<file path="src/rtl/uart_pkg.sv">
// Shared UART definitions for the receiver and the transmitter stage: frame
// levels, the default data width and the receiver state encoding.
package uart_pkg;

  typedef enum logic [2:0] {
    IDLE      = 3'd0,
    START     = 3'd1,
    DATA      = 3'd2,
    STOP      = 3'd3,
    WAIT_IDLE = 3'd4
  } rx_state_t;

  localparam logic UART_START_BIT  = 1'b0;
  localparam logic UART_STOP_BIT   = 1'b1;
  localparam logic UART_IDLE_LEVEL = 1'b1;

  localparam int UART_DATA_WIDTH = 8;

endpackage

</file>
<file path="src/rtl/uart_bit_timer.sv">
// Mid-bit sample timer. While restart is high the timer is held at the start of a bit.
// It then ticks once at cycle CLKS_PER_BIT/2 and every CLKS_PER_BIT cycles after that.
module uart_bit_timer #(
  parameter int CLKS_PER_BIT = 1
) (
  input  logic CLK,
  input  logic RESET,
  input  logic restart,
  output logic sample_tick
);

  localparam int HALF       = CLKS_PER_BIT / 2;
  localparam int CW         = (CLKS_PER_BIT > 1) ? $clog2(CLKS_PER_BIT) : 1;
  localparam int FIRST_LAST = (HALF > 0) ? HALF - 1 : 0;

  localparam logic [CW-1:0] FIRST_TERM = CW'(FIRST_LAST);
  localparam logic [CW-1:0] BIT_TERM   = CW'(CLKS_PER_BIT - 1);

  logic [CW-1:0] cnt;
  logic          first;

  assign sample_tick = !restart && (cnt == (first ? FIRST_TERM : BIT_TERM));

  // With a zero half-bit offset the start sample coincides with the restart edge,
  // so the shortened first interval is skipped entirely.
  always_ff @(posedge CLK or posedge RESET) begin
    if (RESET) begin
      cnt   <= '0;
      first <= 1'b1;
    end else if (restart) begin
      cnt   <= '0;
      first <= (HALF != 0);
    end else if (sample_tick) begin
      cnt   <= '0;
      first <= 1'b0;
    end else begin
      cnt   <= cnt + 1'b1;
    end
  end

endmodule

</file>
<file path="src/rtl/uart_receiver.sv">
// UART receiver: start bit, DATA_WIDTH bits MSB first, one checked stop bit.
// Define UART_RX_SYNC_EN to pass rx through a two-flop synchroniser (adds 2 cycles).
module uart_receiver
  import uart_pkg::*;
#(
  parameter int DATA_WIDTH   = UART_DATA_WIDTH,
  parameter int CLKS_PER_BIT = 1
) (
  input  logic                  CLK,
  input  logic                  RESET,
  input  logic                  rx,
  output logic [DATA_WIDTH-1:0] data,
  output logic                  valid,
  output logic                  framing_error
);

  localparam int BW = (DATA_WIDTH > 1) ? $clog2(DATA_WIDTH) : 1;
  localparam logic [BW-1:0] LAST_BIT = BW'(DATA_WIDTH - 1);

  rx_state_t             state;
  logic [BW-1:0]         bit_cnt;
  logic [DATA_WIDTH-1:0] shift;
  logic                  rx_s;
  logic                  restart;
  logic                  sample_tick;

`ifdef UART_RX_SYNC_EN
  logic [1:0] sync_ff;

  always_ff @(posedge CLK or posedge RESET) begin
    if (RESET) begin
      sync_ff <= {2{UART_IDLE_LEVEL}};
    end else begin
      sync_ff <= {sync_ff[0], rx};
    end
  end

  assign rx_s = sync_ff[1];
`else
  assign rx_s = rx;
`endif

  // The timer is parked while waiting for a start edge so it is aligned to it.
  assign restart = (state == IDLE) || (state == WAIT_IDLE);

  uart_bit_timer #(
    .CLKS_PER_BIT(CLKS_PER_BIT)
  ) u_bit_timer (
    .CLK        (CLK),
    .RESET      (RESET),
    .restart    (restart),
    .sample_tick(sample_tick)
  );

  always_ff @(posedge CLK or posedge RESET) begin
    if (RESET) begin
      state         <= IDLE;
      bit_cnt       <= '0;
      shift         <= '0;
      data          <= '0;
      valid         <= 1'b0;
      framing_error <= 1'b0;
    end else begin
      valid         <= 1'b0;
      framing_error <= 1'b0;
      case (state)
        IDLE: begin
          if (rx_s == UART_START_BIT) begin
            if (CLKS_PER_BIT == 1) begin
              state   <= DATA;
              bit_cnt <= LAST_BIT;
            end else begin
              state   <= START;
            end
          end
        end
        START: begin
          if (sample_tick) begin
            if (rx_s == UART_START_BIT) begin
              state   <= DATA;
              bit_cnt <= LAST_BIT;
            end else begin
              state   <= IDLE;
            end
          end
        end
        DATA: begin
          if (sample_tick) begin
            shift <= {shift[DATA_WIDTH-2:0], rx_s};
            if (bit_cnt == '0) begin
              state <= STOP;
            end else begin
              bit_cnt <= bit_cnt - 1'b1;
            end
          end
        end
        STOP: begin
          if (sample_tick) begin
            if (rx_s == UART_STOP_BIT) begin
              data  <= shift;
              valid <= 1'b1;
              state <= IDLE;
            end else begin
              framing_error <= 1'b1;
              state         <= WAIT_IDLE;
            end
          end
        end
        WAIT_IDLE: begin
          if (rx_s == UART_IDLE_LEVEL) begin
            state <= IDLE;
          end
        end
        default: state <= IDLE;
      endcase
    end
  end

endmodule

</file>
<file path="config.mk">
export PLATFORM = sky130hd
export DESIGN_NAME = uart_receiver
export DESIGN_NICKNAME = d
export VERILOG_FILES = /design/src/rtl/uart_pkg.sv /design/src/rtl/uart_bit_timer.sv /design/src/rtl/uart_receiver.sv
export SDC_FILE = /design/constraint.sdc
export NUM_CORES = 1
export LEC_CHECK = 0
export BUFFER_PORTS_ARGS = -buffer_cell sky130_fd_sc_hd__clkbuf_2
export CORE_AREA = 2 2 49 51
export DETAILED_ROUTE_END_ITERATION = 8
export DIE_AREA = 0 0 51 53
export PLACE_DENSITY = 0.69
export SETUP_SLACK_MARGIN = 0.2
export SLEW_MARGIN = 0
export SYNTH_ARGS = -nofsm -noshare
export SYNTH_HDL_FRONTEND = slang
export SYNTH_SLANG_ARGS = --single-unit
export TNS_END_PERCENT = 50
</file>
<file path="constraint.sdc">
create_clock -name CLK -period 4.21 [get_ports CLK]
set_input_delay 0 -clock CLK [delete_from_list [all_inputs] [get_ports CLK]]
set_output_delay 0 -clock CLK [all_outputs]
set_load 0.01 [all_outputs]
</file>
After elaboration in Yosys (flattened, before gate mapping):

Index checks and enable logic that the tools add are counted.

* bits in registers: 25
* bits in latches: 0
* RAM bits: 0
* ROM bits: 0
* input port bits: 3
* output and inout port bits: 10
* logic and storage cells: 53
* memories: 0

* add/subtract/negate cells: 2
* $mul: 0
* div/mod/pow operators: 0
* magnitude comparators: 0
* equality and inequality tests: 11
* shifts and indexed selects: 0
* muxes and demuxes: 22
* bitwise gates (word level): 1
* reductions and logical operators: 10

Operators by type and width (number)
* 3-bit 2-to-1 mux: 11
* 3-bit one-hot mux with 5 select lines: 1
* 2-bit != test (second input constant): 7
* 3-bit one-hot mux with 3 select lines: 1
* 1-bit 2-to-1 mux: 8
* 3-bit by 2-bit == test with 1-bit output (second input constant): 2
* 3-bit zero test: 2
* 6-bit AND reduction: 1
* 4-bit AND reduction: 1
* 3-bit by 1-bit == test with 1-bit output (second input constant): 1
* 3-bit == test (second input constant): 1
* 3-bit AND reduction: 1
* 3-bit nonzero test: 1
* 3-bit by 1-bit subtractor with 3-bit output (second input constant): 1
* 2-bit 2-to-1 mux: 1
* 2-bit AND reduction: 1
* 1-bit adder (second input constant): 1
* 1-bit logical AND: 1
* 1-bit zero test: 1
* 1-bit logical OR: 1
* 1-bit NOT: 1

Longest topological paths before layout:

Gate-level depths: netlist (run 1).

* word-level depth: 6
* gate-level depth with buffers: 6
* mapped depth without buffers: 6

Modules after synthesis:

Synthesis (run 1) repeated with hierarchy kept, for this count alone.

* cell total of the unflattened synthesis: 79
* area total of the unflattened synthesis: 1048.5 µm²

Modules (own cells, without submodules)
* uart_receiver: instances 1, cells each 75, area an instance 1012.2 µm², sequential area each 600.6 µm²
* uart_bit_timer: instances 1, cells each 4, area an instance 36.3 µm², sequential area each 25.0 µm²

Least setup slack after synthesis (run 1):

No wires, ideal clock.

* path type: register to register
* start point: register state[0]
* end point: register bit_cnt[0]
* library setup time: 0.125 ns
* data arrival time: 1.476 ns
* required time: 4.085 ns
* path slack: 2.608 ns
* cell stages (with the launch flop): 5
* path buffers: 1
* period minus slack after synthesis: 1.602 ns
* path through: dfrtp_1 > buf_6 > nor4b_4 > a21o_4 > mux2_4

* longest elaborated chain between the ends: 6
* elaborated cells between the ends (all ways): 13
* classes of those cells: 6 x eq/ne; 1 x mux; 6 x reduce/logical

Ends and longest elaborated chain
* start: declaration: line uart_receiver.sv:20 `rx_state_t state;`
* start signal: assignment: line uart_receiver.sv:57 `state <= IDLE;`
* start signal: assignment: line uart_receiver.sv:70 `state <= DATA;`
* start signal: assignment: line uart_receiver.sv:73 `state <= START;`
* 3-bit == test or 3-bit zero test (tied branches): line uart_receiver.sv:44, uart_receiver.sv:66
* 1-bit logical OR: line uart_receiver.sv:44 `assign restart = (state == IDLE) || (state == WAIT_IDLE);`
* 1-bit zero test: line uart_bit_timer.sv:22 `assign sample_tick = !restart && (cnt == (first ? FIRST_TERM : BIT_TERM));`
* 1-bit logical AND: line uart_bit_timer.sv:22
* 2-bit != test (no line)
* 4-bit AND reduction (no line)
* end signal: assignment: line uart_receiver.sv:93 `bit_cnt <= bit_cnt - 1'b1;`
* end: declaration: line uart_receiver.sv:21 `logic [BW-1:0] bit_cnt;`

Parallel ways exist; a longest one is shown, timed or not.
A chain may end at the register's enable or synchronous reset.

Final worst setup path (run 1):

* start point: register state[2]
* end point: register bit_cnt[1]

The elaborated chain is that of the path after synthesis.

==> run metrics, run 1 <==
CORE AREA 0.00215 mm²; Tcrit/Tclk final 41.7%; Bufs on Longest Clock Path 2; Crit Path Class reg2reg; most common cell in the netlist dfrtp_1; Tmin final 1.75 ns; Starting Density 49.7%; via count 580; io pins 13; largest net degree at the start of global routing 26; port bufs 12; Core Rows 17; Synth area leader dfrtp_1; CTS sink cnt 25; post-route ant nets 0; die area 0.00270 mm²; sequential element share of the synthesized area 58.6%; MaxCap Viol Count 0; 1st-iter DRT viols 1; gr ovfl total 0; WL final 1530 µm; via count of the first global-routing pass 599; endpoints failing setup 0; CP startpoint kind flip-flop; WP data arrival 1.97 ns; Final nets 96; fmax 0.570 GHz; area delta synth->final 11.8%; library cells used by synthesis 19; Max FO, Critical Path 9; syn nets 79; VDD IR-drop max 0.000412 V; prevailing post-synth register cell dfrtp_1; die width 51 µm; worst skew pair latency 0.32 ns; post-synthesis async set-or-reset flop share 100%; min-delay worst type in2async; EDFF count, synth 0; H-tree depth 1; average cell area after synthesis 14.4 µm²; CTS tree done; Final HPWL DP 1080 µm; Die Y 53 µm; worst slew pin tran 0.903 ns; Netlist Area Pre-Place 0.00107 mm²; Cells after Synth 74; skew final 0.00971 ns; fin. max-slew vios 0; Synth top area share 58.6%; outcome finished clean; ANT cells 0; synth cell count leaders dfrtp_1, mux2_2, inv_1, nor2_1; Critical Path RT 4.42 ns; clk root buf clkbuf_4; final hold vios 0; Post-CTS Setup Bufs 0; layout cells sized above 1 44.4%; max_slew headroom 39.7%; #FFs+latches synth 25; cts bufs inserted 3; initial antenna violation count 0; synth top area cells dfrtp_1, mux2_2, mux2_4; DR vias/cell 4.92; GPL Wtd Cong 0.724; hold slack 0.385 ns; leak pwr 0.608 nW; Syn. warnings 0; Crit. End Element flip-flop; sum of negative setup slack 0 ns; RSZ-0062 raised after global routing no; GRT Util Overall 14.2%; clock slew at reported path FFs 0.14 ns; DR WL/cell 13.0 µm; Cell Pwr Density 668 mW/mm²; Power, Total 0.797 mW; wire length of the first global-routing pass 2680 µm; 1st-pass router iterations 3; # DRC 0
-- cell type report --
| cell class | instances | area [µm²] |
|---|---|---|
| Timing Repair Buffer | 14 | 80.1 |
| Multi-Input combinational cell | 40 | 397 |
| Fill cell | 190 | 955 |
| Clock inverter | 1 | 7.51 |
| Inverter | 7 | 26.3 |
| Sequential cell | 25 | 626 |
| Clock buffer | 3 | 22.5 |
| Tap cell | 28 | 35.0 |
-- routing by layer --
metal	routed length [µm]	GRT usage, %	vias up
met4	30	8.11	0
met2	712	22.9	12
met5	0	0	-
met1	728	17.1	278
met3	60	3.67	4
li1	-	-	286
-- power breakdown --
group	internal, mW	switching, mW
sequential	0.334	0.0665
combinational	0.175	0.112
clock	0.0363	0.0733
total	0.545	0.252
-- layout by cell type (no fill, tap or decap), types with 2 or more instances in the layout --
cell	instances
mux2_2	16
nand3_1	3
mux2_4	3
and4bb_2	2
clkbuf_4	3
dfrtp_1	25
dlygate4sd3_1	2
nor2_1	4
inv_1	7
ha_1	2
clkbuf_2	12
a21oi_1	2
-- sequential cells by signal, summed over array words and instances, names as in the netlist --
register and flops:
framing_error 1, shift 8, bit_cnt 3, data 8, valid 1, state 3
u_bit_timer.cnt 1
-- final timing paths --
path	from	endpoint	slack, ns	cells past startpoint
worst max-delay path	state[2]$_DFFE_PP0P_	bit_cnt[1]$_DFFE_PP0P_	2.46	3
worst min-delay path	RESET	framing_error$_DFF_PP0_	0.39	3
worst max register to register	state[2]$_DFFE_PP0P_	bit_cnt[1]$_DFFE_PP0P_	2.46	3
worst min register to register	data[7]$_DFFE_PP0P_	data[7]$_DFFE_PP0P_	0.52	1
max in group asynchronous	RESET	data[0]$_DFFE_PP0P_	3.27	3
min in group CLK	rx	framing_error$_DFF_PP0_	0.46	3
-- worst max-delay path, cell delays in order, from the launching register on --
cell and delay (ns):
dfrtp_1 0.48, nor4b_4 0.63, a21o_4 0.24, mux2_4 0.30
-- cell families after synthesis --
family                   count (synthesis)  synth area share (%)
AO/OA/AOI/OAI                            5                  3.99
XOR/XNOR                                 1                 0.821
adder cells (fa/ha/maj)                  2                  2.34
buffers and inverters                    9                  4.22
flip-flops                              25                  58.6
multiplexers                            19                  21.1
other                                    1                 0.351
AND/OR/NAND/NOR                         12                  8.56
-- metrics by stage --
step                      setup slack, ns  utilization, %  instances  instance area [µm²]
after floorplan                      2.61               -         74                 1070
after global placement               2.48            53.2        112                 1140
after detailed placement             2.48            53.2        112                 1140
after CTS                            2.47            55.6        118                 1190
after global routing                 2.37            55.6        118                 1190
final                                2.46            55.6        118                 1190
-- what timing repair did --
action	in CTS	in global routing
setup endpoints to repair	0	0
resized for setup	0	0
hold buffers	2	0
endpoints found under the hold margin	28	0
Power figures use the tool's default switching activity.
==> run 2: changes to the inputs <==
ABC_AREA = 1   (was default)
CORE_AREA = 2 2 52 54   (was 2 2 49 51)
DIE_AREA = 0 0 54 56   (was 0 0 51 53)
PLACE_DENSITY = 0.7   (was 0.69)
clock period = 1.5 ns   (was 4.21 ns; I/O delays follow)
==> run 2 against run 1 <==
  * Global-route usage is 1.4 points higher
  * Sequential power increased to 2.7 times the previous value
  * Clock-buffer cell count stayed put
  * Register-to-register slack worse by 2.3 ns
  * Critical path type unchanged
  * Highest routed layer unchanged
==> run metrics, run 2 <==
gr ovfl total 0 (unchanged); most common cell in the netlist nand2_1 (was dfrtp_1); RSZ-0062 raised after global routing yes (was no); Crit. End Element flip-flop (unchanged); EDFF count, synth 0 (unchanged); CORE AREA 0.00243 mm² (was 0.00215 mm²); Cells after Synth 129 (was 74); library cells used by synthesis 20 (was 19); CP top delay family flip-flops (was simple AND/OR/NAND/NOR gates); port bufs 12 (unchanged); final worst slack 0.185 ns (was 2.46 ns); Netlist Area Pre-Place 0.00118 mm² (was 0.00107 mm²); outcome finished clean (unchanged); pre-CTS setup slack 0.0681 ns (was 2.48 ns); Placed Instance Area 0.00127 mm² (was 0.00114 mm²); layout cells sized above 1 35.8% (was 44.4%); gr busiest metal met2 (unchanged); grt met3 use 3.76% (was 3.67%); die width 54 µm (was 51 µm); routing usage on met2 24.4% (was 22.9%); skew final 0.00643 ns (was 0.00971 ns); R2R Path End bit_cnt[2]$_DFFE_PP0P_ (was bit_cnt[1]$_DFFE_PP0P_); # DRC 0 (unchanged); CP startpoint kind flip-flop (unchanged); Cell Pwr Density 1980 mW/mm² (was 668 mW/mm²); post-synthesis async set-or-reset flop share 100% (unchanged); cts bufs inserted 3 (unchanged); post-route ant nets 0 (unchanged); Bufs on Longest Clock Path 2 (unchanged); fmax 0.761 GHz (was 0.570 GHz); Fillers 208 (was 190); via count 903 (was 580); io pins 13 (unchanged); Power, Total 2.81 mW (was 0.797 mW); via count of the first global-routing pass 867 (was 599); min-delay worst type in2reg (was in2async); fin. max-slew vios 0 (unchanged); Crit path buffers/inverters 2 (was 0); syn nets 134 (was 79); largest net degree at the start of global routing 26 (unchanged); Core Rows 18 (was 17); Final HPWL DP 1410 µm (was 1080 µm); most common cell after layout, fill and taps aside nand2_1 (was dfrtp_1); prevailing post-synth register cell dfrtp_1 (unchanged); Syn. warnings 0 (unchanged); crit-path max cell delay 0.40 ns (was 0.63 ns); synth top area cells dfrtp_1, nand2_1, inv_1 (was dfrtp_1, mux2_2, mux2_4); DR WL/cell 12.4 µm (was 13.0 µm); top flop regs data: 8 flops, shift: 8 flops (unchanged); CTS sink cnt 25 (unchanged); sequential element share of the synthesized area 53.2% (was 58.6%); 1st-pass router iterations 4 (was 3); Layout Utilization 58.3% (was 55.6%); ANT cells 0 (unchanged); clock slew at reported path FFs 0.15 ns (was 0.14 ns); R2R Setup Slk 0.19 ns (was 2.46 ns); Synth area leader dfrtp_1 (unchanged); synth cell count leaders nand2_1, dfrtp_1, inv_1, o21ai_0, nand3_1 (was dfrtp_1, mux2_2, inv_1, nor2_1); GRT Util Overall 15.6% (was 14.2%); MaxCap Viol Count 0 (unchanged); final hold vios 0 (unchanged); Die Y 56 µm (was 53 µm); hold path endpoint framing_error$_DFF_PP0_; met1 Use GR 20.4% (was 17.1%); sum of negative setup slack 0 ns (unchanged); #FFs+latches synth 25 (unchanged); 1st-iter DRT viols 21 (was 1); VDD IR-drop max 0.00109 V (was 0.000412 V); commonest cells after routing, fill and taps aside nand2_1, dfrtp_1, inv_1, clkbuf_2, o21ai_0 (was dfrtp_1, mux2_2, clkbuf_2, inv_1, nor2_1); Final nets 157 (was 96); GPL Wtd Cong 0.875 (was 0.724); Crit Path Class reg2reg (unchanged); cells along the critical path inv_2, ha_4, ha_4, inv_2, nand3_4, nand2_4, nand3_4, nand2_1, nand2_1 (was nor4b_4, a21o_4, mux2_4); Tmin final 1.31 ns (was 1.75 ns); clk root buf clkbuf_4 (unchanged); Critical Path RT 1.73 ns (was 4.42 ns); die area 0.00302 mm² (was 0.00270 mm²); reg2reg start bit_cnt[1]$_DFFE_PP0P_ (was state[2]$_DFFE_PP0P_); Tcrit/Tclk final 87.6% (was 41.7%); endpoints failing setup 0 (unchanged); WP data arrival 1.55 ns (was 1.97 ns); post-route cell area 0.00142 mm² (was 0.00119 mm²); CTS tree done (unchanged); worst skew pair latency 0.32 ns (about the same); H-tree depth 1 (unchanged); Max FO, Critical Path 4 (was 9); wire length of the first global-routing pass 3560 µm (was 2680 µm); Synth top area share 53.2% (was 58.6%); Worst Reg-to-Reg Cells 9 (was 3); Starting Density 48.4% (was 49.7%); initial antenna violation count 0 (unchanged); Worst path slowest cell dfrtp_1 (was nor4b_4); DR vias/cell 4.99 (was 4.92); area delta synth->final 20.5% (was 11.8%); leak pwr 0.708 nW (was 0.608 nW); Min-Delay Path Depth 4; HP Start rx; average cell area after synthesis 9.12 µm² (was 14.4 µm²); WL final 2240 µm (was 1530 µm)
## run 2: changes by cell type in the layout (fill, tap and decap cells not counted), moves of 5 or more
cell	previous run	this run
buf_4	0	8
inv_1	7	16
mux2_2	16	0
nand2_1	0	33
nand2_2	1	6
o21ai_0	0	10
o21ai_2	0	7
## run 2: worst max path at each step
stage	from	to	slack [ns]	depth (start not counted)
detailed placement	bit_cnt[0]$_DFFE_PP0P_	bit_cnt[1]$_DFFE_PP0P_	0.07	9
global placement	bit_cnt[0]$_DFFE_PP0P_	bit_cnt[1]$_DFFE_PP0P_	0.15	9
finish	bit_cnt[1]$_DFFE_PP0P_	bit_cnt[2]$_DFFE_PP0P_	0.19	9
global route	bit_cnt[1]$_DFFE_PP0P_	bit_cnt[2]$_DFFE_PP0P_	0.10	9
CTS	bit_cnt[0]$_DFFE_PP0P_	bit_cnt[1]$_DFFE_PP0P_	0.19	9
floorplan	bit_cnt[0]$_DFFE_PP0P_	bit_cnt[0]$_DFFE_PP0P_	0.20	9
## run 2: per-layer routing
| metal | vias to the layer above | wire length [µm] | part of all wire (%) |
|---|---|---|---|
| met5 | - | 0 | 0 |
| met2 | 17 | 1130 | 50 |
| met3 | 2 | 66 | 3.0 |
| met4 | 0 | 12 | 0.54 |
| li1 | 454 | - | - |
| met1 | 430 | 1030 | 46 |
## run 2: report_power, final
part           total, mW  switching [mW]  internal [mW]
Sequential          1.09           0.166          0.923
Clock              0.311           0.209          0.102
Combinational       1.41           0.831          0.581
## run 2: stage by stage
step	hold WS, ns	instances
2_1_floorplan	0.0273	129
3_3_place_gp	0.0493	171
3_5_place_dp	0.0499	171
4_1_cts	0.0622	178
5_1_grt	0.0920	181
6_report	0.0907	181
## run 2: layout make-up
type,count,area [µm²],area share [%]
inverters,20,75.1,5.30
repair buffers,21,130,9.18
multi-input cells,81,517,36.5
flip-flops and latches,25,628,44.3
clock inverters,1,7.51,0.530
clock buffers,3,22.5,1.59
well taps,30,37.5,2.65
## run 2: cell families after synthesis
kind of cell | share of synthesized area, %
adder cells (fa/ha/maj) | 2.13
AND/OR/NAND/NOR | 25.3
AO/OA/AOI/OAI | 10.6
buffers and inverters | 8.40
flip-flops | 53.2
other | 0.319
## run 2: worst reg2reg max path: stages, from the launching register on
cell	delay, ns
dfrtp_1	0.40
inv_2	0.06
ha_4	0.16
ha_4	0.15
inv_2	0.06
nand3_4	0.09
nand2_4	0.12
nand3_4	0.08
nand2_1	0.08
nand2_1	0.04
## run 2: repair_timing
item | in CTS | in global routing
resized for setup | 6 | 13
endpoints found under the setup margin | 8 | 18
pin swaps | 2 | 4
endpoints found under the hold margin | 25 | 0
cloned | 0 | 0
hold buffers | 1 | 0
buffers inserted | 2 | 3
==> run 3: changes to the inputs <==
CTS_CLUSTER_DIAMETER = 80   (was default)
RECOVER_POWER = 25   (was default)
==> run 3 against run 2 <==
  * Non-clock buffer count is the same
  * Final cell count is the same
  * Setup slack is the same
  * Critical path type unchanged
  * Highest routed layer unchanged
==> run metrics, run 3 (synthesis results as in run 2) <==
initial antenna violation count 0 (unchanged); VDD IR-drop max 0.00109 V (about the same); CP top delay family flip-flops (unchanged); R2R Setup Slk 0.19 ns (about the same); skew final 0.00643 ns (unchanged); Cell Pwr Density 1990 mW/mm² (was 1980 mW/mm²); cells along the critical path inv_2, ha_4, ha_4, inv_2, nand3_4, nand2_4, nand3_4, nand2_1, nand2_1 (unchanged); 1st-iter DRT viols 21 (unchanged); Bufs on Longest Clock Path 2 (unchanged); 1st-pass router iterations 4 (unchanged); commonest cells after routing, fill and taps aside nand2_1, dfrtp_1, inv_1, clkbuf_2, o21ai_0 (unchanged); via count 903 (unchanged); worst skew pair latency 0.32 ns (about the same); io pins 13 (unchanged); via count of the first global-routing pass 867 (unchanged); DR WL/cell 12.4 µm (about the same); Final HPWL DP 1410 µm (unchanged); Max FO, Critical Path 4 (unchanged); # DRC 0 (unchanged); final hold vios 0 (unchanged); WL final 2240 µm (about the same); largest net degree at the start of global routing 26 (unchanged); die width 54 µm (unchanged); Starting Density 48.4% (unchanged); Crit. End Element flip-flop (unchanged); die area 0.00302 mm² (unchanged); gr ovfl total 0 (unchanged); Layout Utilization 58.2% (was 58.3%); GPL Wtd Cong 0.875 (unchanged); Crit Path Class reg2reg (unchanged); max_slew headroom 59.7%; GRT Util Overall 15.6% (unchanged); layout cells sized above 1 35.8% (unchanged); min-delay worst type in2reg (unchanged); port bufs 12 (unchanged); ANT cells 0 (unchanged); CORE AREA 0.00243 mm² (unchanged); Tcrit/Tclk final 87.6% (unchanged); Worst Reg-to-Reg Cells 9 (unchanged); Crit. Startpoint bit_cnt[1]$_DFFE_PP0P_ (unchanged); hold slack 0.0907 ns (unchanged); top flop regs data: 8 flops, shift: 8 flops (unchanged); H-tree depth 1 (unchanged); clock slew at reported path FFs 0.15 ns (about the same); fin. max-slew vios 0 (unchanged); Tmin final 1.31 ns (unchanged); R2R Path End bit_cnt[2]$_DFFE_PP0P_ (unchanged); area delta synth->final 20.3% (was 20.5%); leak pwr 0.707 nW (was 0.708 nW); CP startpoint kind flip-flop (unchanged); Die Y 56 µm (unchanged); sum of negative setup slack 0 ns (unchanged); worst slew pin tran 0.604 ns; most common cell after layout, fill and taps aside nand2_1 (unchanged); Critical path destination bit_cnt[2]$_DFFE_PP0P_ (unchanged); DR vias/cell 4.99 (unchanged); HP Start rx (unchanged); fmax 0.761 GHz (unchanged); CTS sink cnt 25 (unchanged); endpoints failing setup 0 (unchanged); Core Rows 18 (unchanged); outcome finished clean (unchanged); CTS tree done (unchanged); WP data arrival 1.55 ns (about the same); Critical Path RT 1.73 ns (about the same); RSZ-0062 raised after global routing yes (unchanged); crit-path max cell delay 0.40 ns (about the same); Crit path buffers/inverters 2 (unchanged); post-route ant nets 0 (unchanged); Final nets 157 (unchanged); clk root buf clkbuf_4 (unchanged); reg2reg start bit_cnt[1]$_DFFE_PP0P_ (unchanged); wire length of the first global-routing pass 3560 µm (unchanged); Worst path slowest cell dfrtp_1 (unchanged); MaxCap Viol Count 0 (unchanged); cts bufs inserted 3 (unchanged); WP depth 9 (unchanged)
[run 3: how the worst min path moves through the flow]
stage	endpoint	slack, ns	cells after the start
final	framing_error$_DFF_PP0_	0.09	4
after floorplan	bit_cnt[0]$_DFFE_PP0P_	0.03	1
after CTS	state[1]$_DFFE_PP0P_	0.06	4
after detailed placement	state[1]$_DFFE_PP0P_	0.05	3
after global placement	state[0]$_DFFE_PP0P_	0.05	3
after global routing	framing_error$_DFF_PP0_	0.09	4
[run 3: through the flow]
step	total power [mW]	cells	setup WS, ns	instance area [µm²]
after floorplan	1.89	129	0.205	1180
after global routing	3.06	181	0.105	1420
after CTS	2.56	178	0.192	1350
after global placement	2.11	171	0.152	1270
after detailed placement	2.17	171	0.0681	1270
final	2.81	181	0.185	1420
[run 3: layout make-up]
type / instances / area, µm²
timing repair buffer: 21 / 128
multi-input combinational: 81 / 517
clock inverter: 1 / 7.51
clock buffer: 3 / 22.5
sequential: 25 / 628
tap: 30 / 37.5
fill: 209 / 1020
inverter: 20 / 75.1
[run 3: worst register-to-register path, delay by kind of cell, from the launching register on]
family | cells | cell delay, ns
adder cells (fa/ha/maj) | 2 | 0.31
buffers and inverters | 2 | 0.12
flip-flops | 1 | 0.40
AND/OR/NAND/NOR | 5 | 0.41
[run 3: repair_timing]
item | 4_1_cts | 5_1_grt
hold endpoints to repair | 25 | 0
gates resized for setup | 6 | 13
pin swaps | 2 | 4
hold buffers | 1 | 0
buffers inserted | 2 | 3
endpoints found under the setup margin | 8 | 18
[run 3: where the power goes]
group | switching (mW) | internal [mW]
sequential | 0.166 | 0.923
clock | 0.209 | 0.102
combinational | 0.831 | 0.580
total | 1.21 | 1.60
[run 3: routing by layer]
layer | track usage, % | routed length [µm] | vias to the layer above
li1 | - | - | 454
met1 | 20.4 | 1030 | 430
met2 | 24.4 | 1130 | 17
met3 | 3.76 | 66 | 2
met4 | 6.07 | 12 | 0
met5 | 0 | 0 | -
